### src/rtl/instr_fetch_unit.sv
// Instruction fetch front-end: turns the core's pc into a single outstanding
// imem request and holds the returned (or fault-substituted) word until retired.
module instr_fetch_unit #(
  parameter int unsigned TIMEOUT_CYCLES = 1024,
  parameter int unsigned CNT_W          = 16
) (
  input  logic        clock,
  input  logic        reset,
  input  logic [31:0] core_pc,
  input  logic        instr_ack,
  output logic [31:0] instruction,
  output logic        instr_valid,
  output logic        fetch_fault,
  output logic        imem_req,
  output logic [31:0] imem_addr,
  input  logic        imem_gnt,
  input  logic        imem_rvalid,
  input  logic [31:0] imem_rdata,
  input  logic        imem_err
);

  localparam logic [2:0] IDLE  = 3'd0;
  localparam logic [2:0] REQ   = 3'd1;
  localparam logic [2:0] WAIT  = 3'd2;
  localparam logic [2:0] HOLD  = 3'd3;
  localparam logic [2:0] DRAIN = 3'd4;

  localparam logic [CNT_W-1:0] TO_LAST =
    (TIMEOUT_CYCLES == 0) ? '0 : CNT_W'(TIMEOUT_CYCLES - 1);

  logic [2:0]       r_state;
  logic [31:0]      r_instr;
  logic             r_valid;
  logic             r_fault;
  logic             r_req;
  logic [31:0]      r_addr;
  logic [31:0]      r_pc;
  logic [CNT_W-1:0] r_cnt;
  logic             r_late;

  logic w_moved;
  logic w_timeout;

  assign w_moved   = (core_pc != r_pc);
  assign w_timeout = (TIMEOUT_CYCLES != 0) && (r_cnt == TO_LAST);

  assign instruction = r_instr;
  assign instr_valid = r_valid;
  assign fetch_fault = r_fault;
  assign imem_req    = r_req;
  assign imem_addr   = r_addr;

  always_ff @(posedge clock or posedge reset) begin
    if (reset) begin
      r_state <= IDLE;
      r_instr <= '0;
      r_valid <= 1'b0;
      r_fault <= 1'b0;
      r_req   <= 1'b0;
      r_addr  <= '0;
      r_pc    <= '0;
      r_cnt   <= '0;
      r_late  <= 1'b0;
    end else begin
      case (r_state)
        IDLE: begin
          // A timed-out request may still answer; swallow it before issuing another.
          if (r_late) begin
            if (imem_rvalid) r_late <= 1'b0;
          end else begin
            r_pc   <= core_pc;
            r_addr <= {core_pc[31:2], 2'b00};
            if (core_pc[1:0] != 2'b00) begin
              r_instr <= '0;
              r_fault <= 1'b1;
              r_valid <= 1'b1;
              r_state <= HOLD;
            end else begin
              r_req   <= 1'b1;
              r_state <= REQ;
            end
          end
        end
        REQ: begin
          if (imem_gnt) begin
            r_req   <= 1'b0;
            r_cnt   <= '0;
            r_state <= WAIT;
          end else if (w_moved) begin
            r_req   <= 1'b0;
            r_state <= IDLE;
          end
        end
        WAIT: begin
          r_cnt <= r_cnt + 1'b1;
          if (imem_rvalid) begin
            if (w_moved) begin
              r_state <= IDLE;
            end else begin
              r_instr <= imem_err ? '0 : imem_rdata;
              r_fault <= imem_err;
              r_valid <= 1'b1;
              r_state <= HOLD;
            end
          end else if (w_moved) begin
            r_state <= DRAIN;
          end else if (w_timeout) begin
            r_instr <= '0;
            r_fault <= 1'b1;
            r_valid <= 1'b1;
            r_late  <= 1'b1;
            r_state <= HOLD;
          end
        end
        HOLD: begin
          if (r_late && imem_rvalid) r_late <= 1'b0;
          if (instr_ack || w_moved) begin
            r_valid <= 1'b0;
            r_state <= IDLE;
          end
        end
        DRAIN: begin
          r_cnt <= r_cnt + 1'b1;
          if (imem_rvalid || w_timeout) r_state <= IDLE;
        end
        default: r_state <= IDLE;
      endcase
    end
  end

endmodule

### config.mk
export PLATFORM = sky130hd
export DESIGN_NAME = instr_fetch_unit
export DESIGN_NICKNAME = d
export VERILOG_FILES = /design/src/rtl/instr_fetch_unit.sv
export SDC_FILE = /design/constraint.sdc
export NUM_CORES = 1
export LEC_CHECK = 0
export ABC_AREA = 1
export ABC_CLOCK_PERIOD_IN_PS = 4150
export CORE_ASPECT_RATIO = 0.6
export CORE_MARGIN = 4
export CORE_UTILIZATION = 59
export DETAILED_ROUTE_END_ITERATION = 7
export DONT_BUFFER_PORTS = 1
export PLACE_DENSITY = 0.75
export SETUP_SLACK_MARGIN = 0.05
export SYNTH_ARGS = -nofsm -noshare
export SYNTH_HDL_FRONTEND = slang
export SYNTH_SLANG_ARGS = --single-unit
### constraint.sdc
create_clock -name clock -period 4.15 [get_ports clock]
set_input_delay 1.0375 -clock clock [delete_from_list [all_inputs] [get_ports clock]]
set_output_delay 1.0375 -clock clock [all_outputs]
set_load 0.02 [all_outputs]
* After elaboration in Yosys (flattened, before gate mapping)
Index checks and enable logic that the tools add are counted.
Word-level totals: flip-flop bits (word level) 117, latch bits 0, RAM bits 0, bits in read-only memories 0, bits of input ports 70, output and inout bits 67, memories kept 0
Cells by class: add/subtract/negate cells 1, $mul 0, divide/modulo/power cells 0, $lt $le $gt $ge 0, equal/unequal tests 19, shifts and indexed selects 0, multiplexer cells 42, bitwise logic cells 1, reductions and logical operators 17
Operator list (count):
- 32-bit 2-to-1 mux | 7
- 32-bit one-hot mux with 2 select lines | 1
- 32-bit inequality test | 1
- 16-bit one-hot mux with 2 select lines | 1
- 3-bit 2-to-1 mux | 8
- 2-bit inequality test (second input constant) | 10
- 1-bit 2-to-1 mux | 17
- 16-bit by 1-bit adder with 16-bit output (second input constant) | 1
- 16-bit by 10-bit == test with 1-bit output (second input constant) | 1
- 16-bit 2-to-1 mux | 1
- 3-bit one-hot mux with 5 select lines | 1
- 5-bit AND reduction | 3
- 2-bit nonzero test | 4
- 3-bit by 2-bit == test with 1-bit output (second input constant) | 2
- 3-bit inequality test (second input constant) | 2
- 1-bit one-hot mux with 3 select lines | 2
- 6-bit AND reduction | 1
- 2-bit 2-to-1 mux | 2
- 4-bit inequality test (second input constant) | 1
- 1-bit one-hot mux with 2 select lines | 2
- 2-bit AND reduction | 2
- 4-bit AND reduction | 1
- 3-bit by 1-bit == test with 1-bit output (second input constant) | 1
- 3-bit == test (second input constant) | 1
- other kinds (6) | 7

* Logic depth before layout (Yosys ltp)
Gate-level depths: netlist of run 1.
word-level depth 5, mapped depth 14, gate-level depth less buffers 13

* Least setup slack after synthesis of run 1
OpenSTA, ideal clock, no wires.
path type input port to flip-flop, start point input core_pc[27], end point register r_instr[16] (netlist: instruction[16]), data arrival time 2.150 ns, data required time 4.020 ns, slack 1.870 ns, cell stages on the path 14, path through inv_1 > nand2_1 > nand2_1 > nand2_1 > nor2_1 > nand2_1 > nor2_2 > nand2_2 > nand2_2 > nand3b_4 > buf_6 > buf_6 > nand2_1 > o21ai_1
Between the ends: longest elaborated chain between the ends 3
Ends and longest elaborated chain:
- start, declared | line 9 | input logic [31:0] core_pc,
- 32-bit inequality test | line 44 | assign w_moved = (core_pc != r_pc);
- 2-bit inequality test (no source line)
- 5-bit AND reduction (no source line)
- end signal, assigned | line 100 | r_instr <= imem_err ? '0 : imem_rdata;
- end, declared | line 32 | logic [31:0] r_instr;
Every way passes these cells. A chain may end at the register's enable or synchronous reset.

* Worst setup path after layout of run 1
start point input core_pc[0], end point register r_instr[30] (netlist: instruction[30])
Between the ends: longest elaborated chain between the ends 3, elaborated cells on any way between the ends 5, those cells by class eq/ne: 3; reduce/logical: 2
Ends and longest elaborated chain (line):
- 32-bit inequality test / 2-bit nonzero test (equally long branches) | 44, 73
- 2-bit inequality test (no source line)
- 5-bit AND reduction (no source line) (*)
Mark *: on every way between the ends. The rest lies on a longest branch, timed or not.

==> results of run 1 <==
per-stage QoR:
stage / util / hold WS, ns / cells
after CTS: 0.640 / 0.474 / 611
after global placement: 0.595 / 0.454 / 595
after floorplan: - / 0.440 / 535
after detailed placement: 0.595 / 0.466 / 595
after global routing: 0.640 / 0.512 / 611
final: 0.640 / 0.474 / 611
sequential cells by signal (all words and copies together), names as in the netlist:
register and flops:
r_cnt 16, r_pc 32, r_late 1, imem_req 1, instr_valid 1, r_state 3
instruction 32, fetch_fault 1
cells in the final DEF, fill, tap and decap left out, types with 2 or more instances in the layout:
cell type	count
inv_1	39
mux2_2	21
dfrtp_1	87
nor2_2	2
bufinv_16	2
nor2_4	4
nand3_2	2
nand2_1	162
xnor2_1	21
o21ai_0	24
o21ai_1	32
nor3_1	7
o21ai_2	4
inv_2	7
clkinvlp_4	2
conb_1	2
a21oi_1	17
nand2_2	6
nor2_1	24
a211oi_1	2
nand3_1	10
buf_4	3
clkbuf_16	9
nand2_4	3
layout make-up:
class | instances | area (µm²) | share of cell area
clock buffer | 10 | 239 | 0.0506
inverter | 47 | 178 | 0.0376
clock inverter | 6 | 92.6 | 0.0196
multi-input combinational | 354 | 1890 | 0.399
timing repair buffer | 3 | 22.5 | 0.00477
tap | 104 | 130 | 0.0275
sequential | 87 | 2180 | 0.461
synth_stat cells, types with 6 or more instances:
cell | n | area [µm²]
nand2_1 | 162 | 608
dfrtp_1 | 87 | 2180
inv_1 | 40 | 150
buf_4 | 32 | 240
o21ai_1 | 32 | 160
nor2_1 | 24 | 90.1
o21ai_0 | 24 | 120
mux2_2 | 21 | 236
xnor2_1 | 21 | 184
a21oi_1 | 17 | 85.1
nand3_1 | 10 | 50.1
inv_2 | 7 | 26.3
nor3_1 | 7 | 35.0
clkbuf_1 | 6 | 22.5
nand2_2 | 6 | 37.5
worst paths after layout:
check	start	end	slack, ns	depth (start not counted)
worst max-delay path	core_pc[0]	instruction[30]$_DFFE_PP0P_	1.59	10
worst min-delay path	r_cnt[14]$_DFFE_PP0P_	r_cnt[14]$_DFFE_PP0P_	0.47	1
worst max register to register	r_pc[5]$_DFFE_PP0P_	instruction[30]$_DFFE_PP0P_	1.79	11
worst min register to register	r_cnt[14]$_DFFE_PP0P_	r_cnt[14]$_DFFE_PP0P_	0.47	1
max in group asynchronous	reset	instruction[1]$_DFFE_PP0P_	2.75	2
min in group asynchronous	reset	r_pc[21]$_DFFE_PP0P_	0.59	1
routing by layer:
layer | up-vias | global-route usage | part of all wire
met3 | 8 | 0.0779 | 0.10
met2 | 105 | 0.320 | 0.45
met5 | - | 0 | 0
met1 | 1460 | 0.274 | 0.44
li1 | 1604 | - | -
met4 | 0 | 0.0515 | 0.010
where the power goes:
group,leakage (nW),total [mW],internal (mW),switching (mW)
sequential,1.13,1.67,1.12,0.550
clock,0.155,0.872,0.546,0.326
combinational,0.866,1.15,0.466,0.683
total,2.15,3.69,2.13,1.56
kinds of logic (layout without fill, tap and decap cells):
family,count (synthesis),after routing,share of synthesized area
xor+xnor,21,21,0.0403
buf+inv,94,66,0.111
mux,21,21,0.0518
compound gates,81,81,0.0941
fa+ha+maj,1,1,0.00274
flops,87,87,0.477
other cells,1,2,0.000822
simple gates,228,228,0.222
==> metrics, run 1 <==
WP buf/inv=0; CP Cell Sequence=xnor2_1 > nand2_1 > nor2_1 > nand2_1 > nor2_4 > nand2_2 > nand2_2 > nand3b_4 > nand2_1 > o21ai_1; vias in the first global route=3218; Setup Fix Bufs, Post-CTS=0; Post-Route Skew=0.00314 ns; Final TNS setup=0 ns; post-route ant nets=0; Cells after Synth=534; Clk Latency, worst-skew pair=0.33 ns; Slew headroom=0.261; initial antenna violation count=0; Total GRT Usage=0.206; largest net degree at the start of global routing=68; Via Count=3177; gpl congestion=0.843; clk buf depth=2; hold_buf cts=0; standard cell core area=0.00739 mm²; die area=0.00925 mm²; clk root buf=clkbuf_16; area grow syn2layout=3.59%; Vias/cell=5.20; WL/cell=15.0 µm; Hold Vio Cnt, Final=0; detailed-route DRC error count=0; Mapped Area=0.00456 mm²; crit path DAT=2.75 ns; Yosys cell types=36; Crit Path Class=in2reg; number of port buffers=0; CP max FO=67; TritonCTS clock tree=yes; top cell family by delay on the critical path=simple AND/OR/NAND/NOR gates; Detailed Route Iter0 Violations=177; number of synthesized register bits=87; Tightest Hold Check Type=reg2reg; Routed WL=9.18 mm; Starting Density=0.618; unrepaired setup endpoints after global routing=false; outcome=complete, no violations; number of buffers created by CTS=9; Lkg Pwr=2.15 nW; final setup fails=0; PostCTS Resize Cnt=0; number of synthesized flops with an enable pin=0; clk sinks=87; CP Capture Type=flip-flop; pwr dens=781 mW/mm²; DP Area=0.00439 mm²; Yosys warning count=0; 1st-pass router iterations=4; Post-synth ARST share=1.00; f_max=391 MHz; worst slew pin tran=1.10 ns; Main synth FF type=dfrtp_1; worst slack, placed=1.29 ns; Tcrit/Tclk final=0.616; first-pass GRT wire length=15.5 mm; H-tree levels=3; post-synthesis sequential area ratio=0.477; average size of a mapped cell=8.54 µm²; VDD IR max=510 µV; final slew viol count=0; GRT overflow=0; I/O Pins=137; layout cells sized above 1=0.144; CTS clock-pin slew for the worst setup and hold paths=0.06 ns; Fill cells=623; HPWL Detailed=6.92 mm; min Tclk post-route=2.56 ns; design area=0.00473 mm²; crit path setup slack, layout=1.59 ns; max_cap viols=0; fin nets=573; Critical Path Source Type=input port; Largest stage delay, worst path=0.51 ns; antenna fix cells=0; CP max-delay cell=nand3b_4; DIE HEIGHT=76.1 µm; Rows=24; Die X=122 µm; Power, Total=3.69 mW; most used cell, CP=nand2_1; Crit path required time=4.34 ns
No activity file was read; power rests on OpenSTA's default activity.
==> run 2, diff against run 1 <==
ABC_CLOCK_PERIOD_IN_PS = 2300   (was 4150)
CORE_UTILIZATION = 57   (was 59)
clock period = 2.3 ns   (was 4.15 ns; I/O delays follow)
==> metrics, run 2 (synthesis results as in run 1) <==
reg-to-reg slack, setup=0.28 ns (was 1.79 ns); internal power=3.82 mW (was 2.13 mW); DIE HEIGHT=77.3 µm (was 76.1 µm); VDD IR max=743 µV (was 510 µV); most frequent cells in the layout=nand2_1 (162), dfrtp_1 (87), inv_1 (39), o21ai_1 (32) (unchanged); Detailed Route Iter0 Violations=256 (was 177); hold_buf cts=0 (unchanged); GRT overflow=0 (unchanged); CP max-delay cell=dfrtp_1 (was nand3b_4); WP buf/inv=1 (was 0); area grow syn2layout=4.33% (was 3.59%); Lkg Pwr=2.17 nW (was 2.15 nW); clk buf depth=2 (unchanged); fin nets=576 (was 573); Final TNS setup=0 ns (unchanged); vias in the first global route=3081 (was 3218); detailed-route DRC error count=0 (unchanged); post-route ant nets=0 (unchanged); top cell family by delay on the critical path=simple AND/OR/NAND/NOR gates (unchanged); initial antenna violation count=1 (was 0); f_max=496 MHz; crit path DAT=2.24 ns (was 2.75 ns); CP max FO=67 (unchanged); Hold Vio Cnt, Final=0 (unchanged); Crit Path Class=reg2reg (was in2reg); Routed WL=9.57 mm (was 9.18 mm); gpl congestion=0.925 (was 0.843); Reg-to-Reg End=instruction[23]$_DFFE_PP0P_ (was instruction[30]$_DFFE_PP0P_); most used cell, CP=nand2_1 (unchanged); Critical Path Source Type=flip-flop (was input port); Layout Cells excl Fill=614 (was 611); die area=0.00955 mm² (was 0.00925 mm²); Tightest Hold Check Type=in2async (was reg2reg); CTS clock-pin slew for the worst setup and hold paths=0.07 ns (was 0.06 ns); unrepaired setup endpoints after global routing=false (unchanged); I/O Pins=137 (unchanged); Rows=24 (unchanged); Switching Share=0.432 (was 0.422); H-tree levels=3 (unchanged); most common cell after layout, fill and taps aside=nand2_1 (unchanged); Setup Fix Bufs, Post-CTS=0 (unchanged); Die X=123 µm (was 122 µm); Largest stage delay, worst path=0.47 ns (was 0.51 ns); Via Count=3243 (was 3177); first-pass GRT wire length=15.3 mm (was 15.5 mm); Starting Density=0.608 (was 0.618); Total GRT Usage=0.206 (about the same); pwr dens=1410 mW/mm² (was 781 mW/mm²); CP Cell Sequence=xnor2_1 > nand2_1 > nor2_1 > nand2_1 > nor2_4 > nand2_2 > nand2_2 > nand3b_4 > buf_12 > nand2_1 > o21ai_1 (was xnor2_1 > nand2_1 > nor2_1 > nand2_1 > nor2_4 > nand2_2 > nand2_2 > nand3b_4 > nand2_1 > o21ai_1); clk root buf=clkbuf_16 (unchanged); TritonCTS clock tree=yes (unchanged); layout cells sized above 1=0.149 (was 0.144); number of buffers created by CTS=9 (unchanged); largest net degree at the start of global routing=68 (unchanged); WL/cell=15.6 µm (was 15.0 µm); origin of the critical flop-to-flop path=r_pc[11]$_DFFE_PP0P_ (was r_pc[5]$_DFFE_PP0P_); Flop pwr share=0.450 (was 0.453); Post-Route Skew=0.00989 ns (was 0.00314 ns); clk sinks=87 (unchanged); Tcrit/Tclk final=0.877; min Tclk post-route=2.02 ns; CP Capture Type=flip-flop (unchanged); standard cell core area=0.00751 mm² (was 0.00739 mm²); clock share of power=0.220 (was 0.236); 1st-pass router iterations=5 (was 4); number of port buffers=0 (unchanged); max_cap viols=0 (unchanged); antenna fix cells=0 (unchanged); Clk Latency, worst-skew pair=0.34 ns (was 0.33 ns); HPWL Detailed=7.17 mm (was 6.92 mm); final setup fails=0 (unchanged); outcome=complete, no violations (unchanged); Crit path required time=2.52 ns (was 4.34 ns); Gate power share=0.330 (was 0.311); Vias/cell=5.28 (was 5.20); PostCTS Resize Cnt=0 (unchanged); final slew viol count=0 (unchanged); Placed Instances=598 (was 595); switching power=2.90 mW (was 1.56 mW); worst reg-to-reg path cell count=11 (unchanged)
-- run 2: cell count changes in the layout (fill, tap and decap cells not counted), sizes merged --
cell      change
buf           +3
bufinv        -1
clkbuf        -1
inv           +3
clkinvlp      -1
-- run 2: worst max-delay path by stage --
stage,from,end,slack (ns),depth (start not counted)
4_1_cts,r_pc[11]$_DFFE_PP0P_,instruction[23]$_DFFE_PP0P_,0.30,11
5_1_grt,r_pc[11]$_DFFE_PP0P_,instruction[23]$_DFFE_PP0P_,0.14,11
6_report,r_pc[11]$_DFFE_PP0P_,instruction[23]$_DFFE_PP0P_,0.28,11
3_5_place_dp,core_pc[11],instruction[3]$_DFFE_PP0P_,0.27,11
3_3_place_gp,core_pc[24],fetch_fault$_DFFE_PP0P_,0.32,11
2_1_floorplan,core_pc[27],instruction[16]$_DFFE_PP0P_,0.48,14
-- run 2: cell type report --
| class | count | area, µm² |
|---|---|---|
| clock buffer | 9 | 225 |
| clock inverter | 7 | 77.6 |
| fill | 639 | 2750 |
| inverter | 47 | 180 |
| multi-input combinational | 354 | 1890 |
| sequential | 87 | 2180 |
| tap | 104 | 130 |
| timing repair buffer | 6 | 82.6 |
-- run 2: routing by layer --
layer	part of all wire	routed length [µm]	vias up	global-route usage
met5	0.0014	13	-	0
met4	0.0042	40	2	0.0464
met3	0.11	1020	6	0.0926
met2	0.46	4450	122	0.318
met1	0.42	4050	1502	0.267
li1	-	-	1611	-
-- run 2: worst register-to-register path, delay by kind of cell, from the launching register on --
| kind | cells | cell delay [ns] |
|---|---|---|
| compound gates | 1 | 0.07 |
| xor+xnor | 1 | 0.20 |
| flops | 1 | 0.47 |
| buf+inv | 1 | 0.20 |
| simple gates | 8 | 0.97 |
-- run 2: power by group through the flow --
stage	combinational (mW)	sequential [mW]	clock, mW
floorplan	2.66	2.54	0
global placement	2.13	3.02	0
detailed placement	2.23	3.05	0
CTS	2.24	3.03	1.51
global route	2.52	3.09	1.58
finish	2.22	3.02	1.48
-- run 2: metrics by stage --
| stage | power [mW] | area (µm²) | hold slack, ns | worst slack [ns] | utilization |
|---|---|---|---|---|---|
| global placement | 5.15 | 4460 | 0.460 | 0.321 | 0.594 |
| CTS | 6.78 | 4760 | 0.186 | 0.296 | 0.634 |
| global route | 7.20 | 4760 | 0.201 | 0.136 | 0.634 |
| detailed placement | 5.28 | 4460 | 0.460 | 0.270 | 0.594 |
| finish | 6.72 | 4760 | 0.186 | 0.283 | 0.634 |
| floorplan | 5.20 | 4570 | 0.440 | 0.482 | - |
==> run 3, diff against run 2 <==
RECOVER_POWER = 50   (was not set)
==> metrics, run 3 (synthesis results as in run 1) <==
outcome=finished, violations left (was complete, no violations); failing checks=max-capacitance violations, max-slew violations; largest net degree at the start of global routing=68 (unchanged); I/O Pins=137 (unchanged); Total GRT Usage=0.206 (unchanged); PostCTS Resize Cnt=0 (unchanged); final slew viol count=34 (was 0); number of port buffers=0 (unchanged); 1st-pass router iterations=5 (unchanged); HPWL Detailed=7.17 mm (unchanged); Power, Total=6.70 mW (was 6.72 mW); number of buffers created by CTS=9 (unchanged); VDD IR max=742 µV (was 743 µV); unrepaired setup endpoints after global routing=false (unchanged); DIE HEIGHT=77.3 µm (unchanged); worst slew pin tran=1.72 ns; f_max=490 MHz (was 496 MHz); min Tclk post-route=2.04 ns (was 2.02 ns); Critical Path Source Type=flip-flop (unchanged); crit path DAT=2.27 ns (was 2.24 ns); Final TNS setup=0 ns (unchanged); H-tree levels=3 (unchanged); Die X=123 µm (unchanged); most frequent cells in the layout=nand2_1 (162), dfrtp_1 (87), inv_1 (39), o21ai_1 (32), nor2_1 (25) (was nand2_1 (162), dfrtp_1 (87), inv_1 (39), o21ai_1 (32)); Routed WL=9.60 mm (was 9.57 mm); Rows=24 (unchanged); detailed-route DRC error count=0 (unchanged); Setup Fix Bufs, Post-CTS=0 (unchanged); Hold Vio Cnt, Final=0 (unchanged); layout cells sized above 1=0.145 (was 0.149); post-route ant nets=0 (unchanged); Fill cells=644 (was 639); area grow syn2layout=3.70% (was 4.33%); antenna fix cells=0 (unchanged); CP Launch Point=r_state[1]$_DFFE_PP0P_ (was r_pc[11]$_DFFE_PP0P_); clk sinks=87 (unchanged); gpl congestion=0.925 (unchanged); Hold EP=r_state[2]$_DFFE_PP0P_; FF+latch area=0.00218 mm² (unchanged); Via Count=3264 (was 3243); GRT overflow=0 (unchanged); CP Capture Type=flip-flop (unchanged); Slew headroom=-0.145; first-pass GRT wire length=15.3 mm (unchanged); reg-to-reg slack, setup=0.26 ns (was 0.28 ns); Tcrit/Tclk final=0.886 (was 0.877); beginning of the worst hold path=imem_rvalid; hold_buf cts=0 (unchanged); WL/cell=15.6 µm (about the same); worst reg-to-reg path cell count=13 (was 11); clk buf depth=2 (unchanged); Reg-to-Reg End=r_cnt[15]$_DFFE_PP0P_ (was instruction[23]$_DFFE_PP0P_); pwr dens=1420 mW/mm² (was 1410 mW/mm²); most common cell after layout, fill and taps aside=nand2_1 (unchanged); Starting Density=0.608 (unchanged); vias in the first global route=3081 (unchanged); clk root buf=clkbuf_16 (unchanged); Post-Route Skew=0.00933 ns (was 0.00989 ns); Detailed Route Iter0 Violations=249 (was 256); TritonCTS clock tree=yes (unchanged); initial antenna violation count=1 (unchanged); origin of the critical flop-to-flop path=r_state[1]$_DFFE_PP0P_ (was r_pc[11]$_DFFE_PP0P_); Crit Path Class=reg2reg (unchanged); standard cell core area=0.00751 mm² (unchanged); final setup fails=0 (unchanged); hold path cells=1; Crit path required time=2.53 ns (was 2.52 ns); Tightest Hold Check Type=in2reg (was in2async); Placed Instances=598 (unchanged); max_cap viols=1 (was 0); CP max FO=7 (was 67); Multi-input gate area=0.00188 mm² (was 0.00189 mm²); Clk Latency, worst-skew pair=0.34 ns (about the same); Layout Cells excl Fill=614 (unchanged); Lkg Pwr=2.16 nW (was 2.17 nW); fin nets=576 (unchanged); CTS clock-pin slew for the worst setup and hold paths=0.07 ns (about the same); die area=0.00955 mm² (unchanged); Vias/cell=5.32 (was 5.28)
-- run 3: cell count changes in the layout (fill, tap and decap cells not counted) --
cell        before  now
clkbuf_1         0    1
clkinvlp_4       1    0
clkbuf_2         0    1
nor2_4           4    3
buf_12           3    2
buf_4            3    2
nor2_1          24   25
clkinvlp_2       0    1
-- run 3: critical path: stages (launching register included) --
cell,delay [ns]
dfrtp_1,0.40
inv_2,0.07
nor2_1,0.33
nand2_4,0.14
nand2_4,0.13
inv_2,0.05
nand2_4,0.10
nand2_2,0.09
nor2_4,0.12
nand2_2,0.09
nor2_4,0.14
nand2_1,0.07
o21ai_1,0.14
nor2_1,0.05
-- run 3: area by class of cell --
cell class / instances / area share
sequential: 87 / 0.460
inverter: 47 / 0.0376
tap: 104 / 0.0275
timing repair buffer: 6 / 0.0135
multi-input combinational: 354 / 0.397
clock buffer: 9 / 0.0476
clock inverter: 7 / 0.0164
-- run 3: report_power, final --
part	internal [mW]	switching (mW)
logic	0.930	1.28
registers	2.02	0.993
clock network	0.857	0.622
total	3.81	2.90
-- run 3: metrics by stage --
stage	hold slack (ns)	utilization	worst slack, ns	instance area [µm²]
2_1_floorplan	0.440	-	0.482	4570
3_3_place_gp	0.460	0.594	0.321	4460
3_5_place_dp	0.460	0.594	0.270	4460
4_1_cts	0.186	0.634	0.296	4760
5_1_grt	0.339	0.630	0.124	4730
6_report	0.346	0.630	0.261	4730
-- run 3: how the worst max path moves through the flow --
stage	to	depth (start not counted)
floorplan	instruction[16]$_DFFE_PP0P_	14
global placement	fetch_fault$_DFFE_PP0P_	11
detailed placement	instruction[3]$_DFFE_PP0P_	11
CTS	instruction[23]$_DFFE_PP0P_	11
global route	r_cnt[15]$_DFFE_PP0P_	12
finish	r_cnt[15]$_DFFE_PP0P_	13
-- run 3: layer usage --
layer  vias up  GRT usage  wire length (µm)
met1      1522      0.267              4200
met2       115      0.318              4400
met5         -          0                 7
li1       1615          -                 -
met4         2     0.0464                73
met3        10     0.0926               921
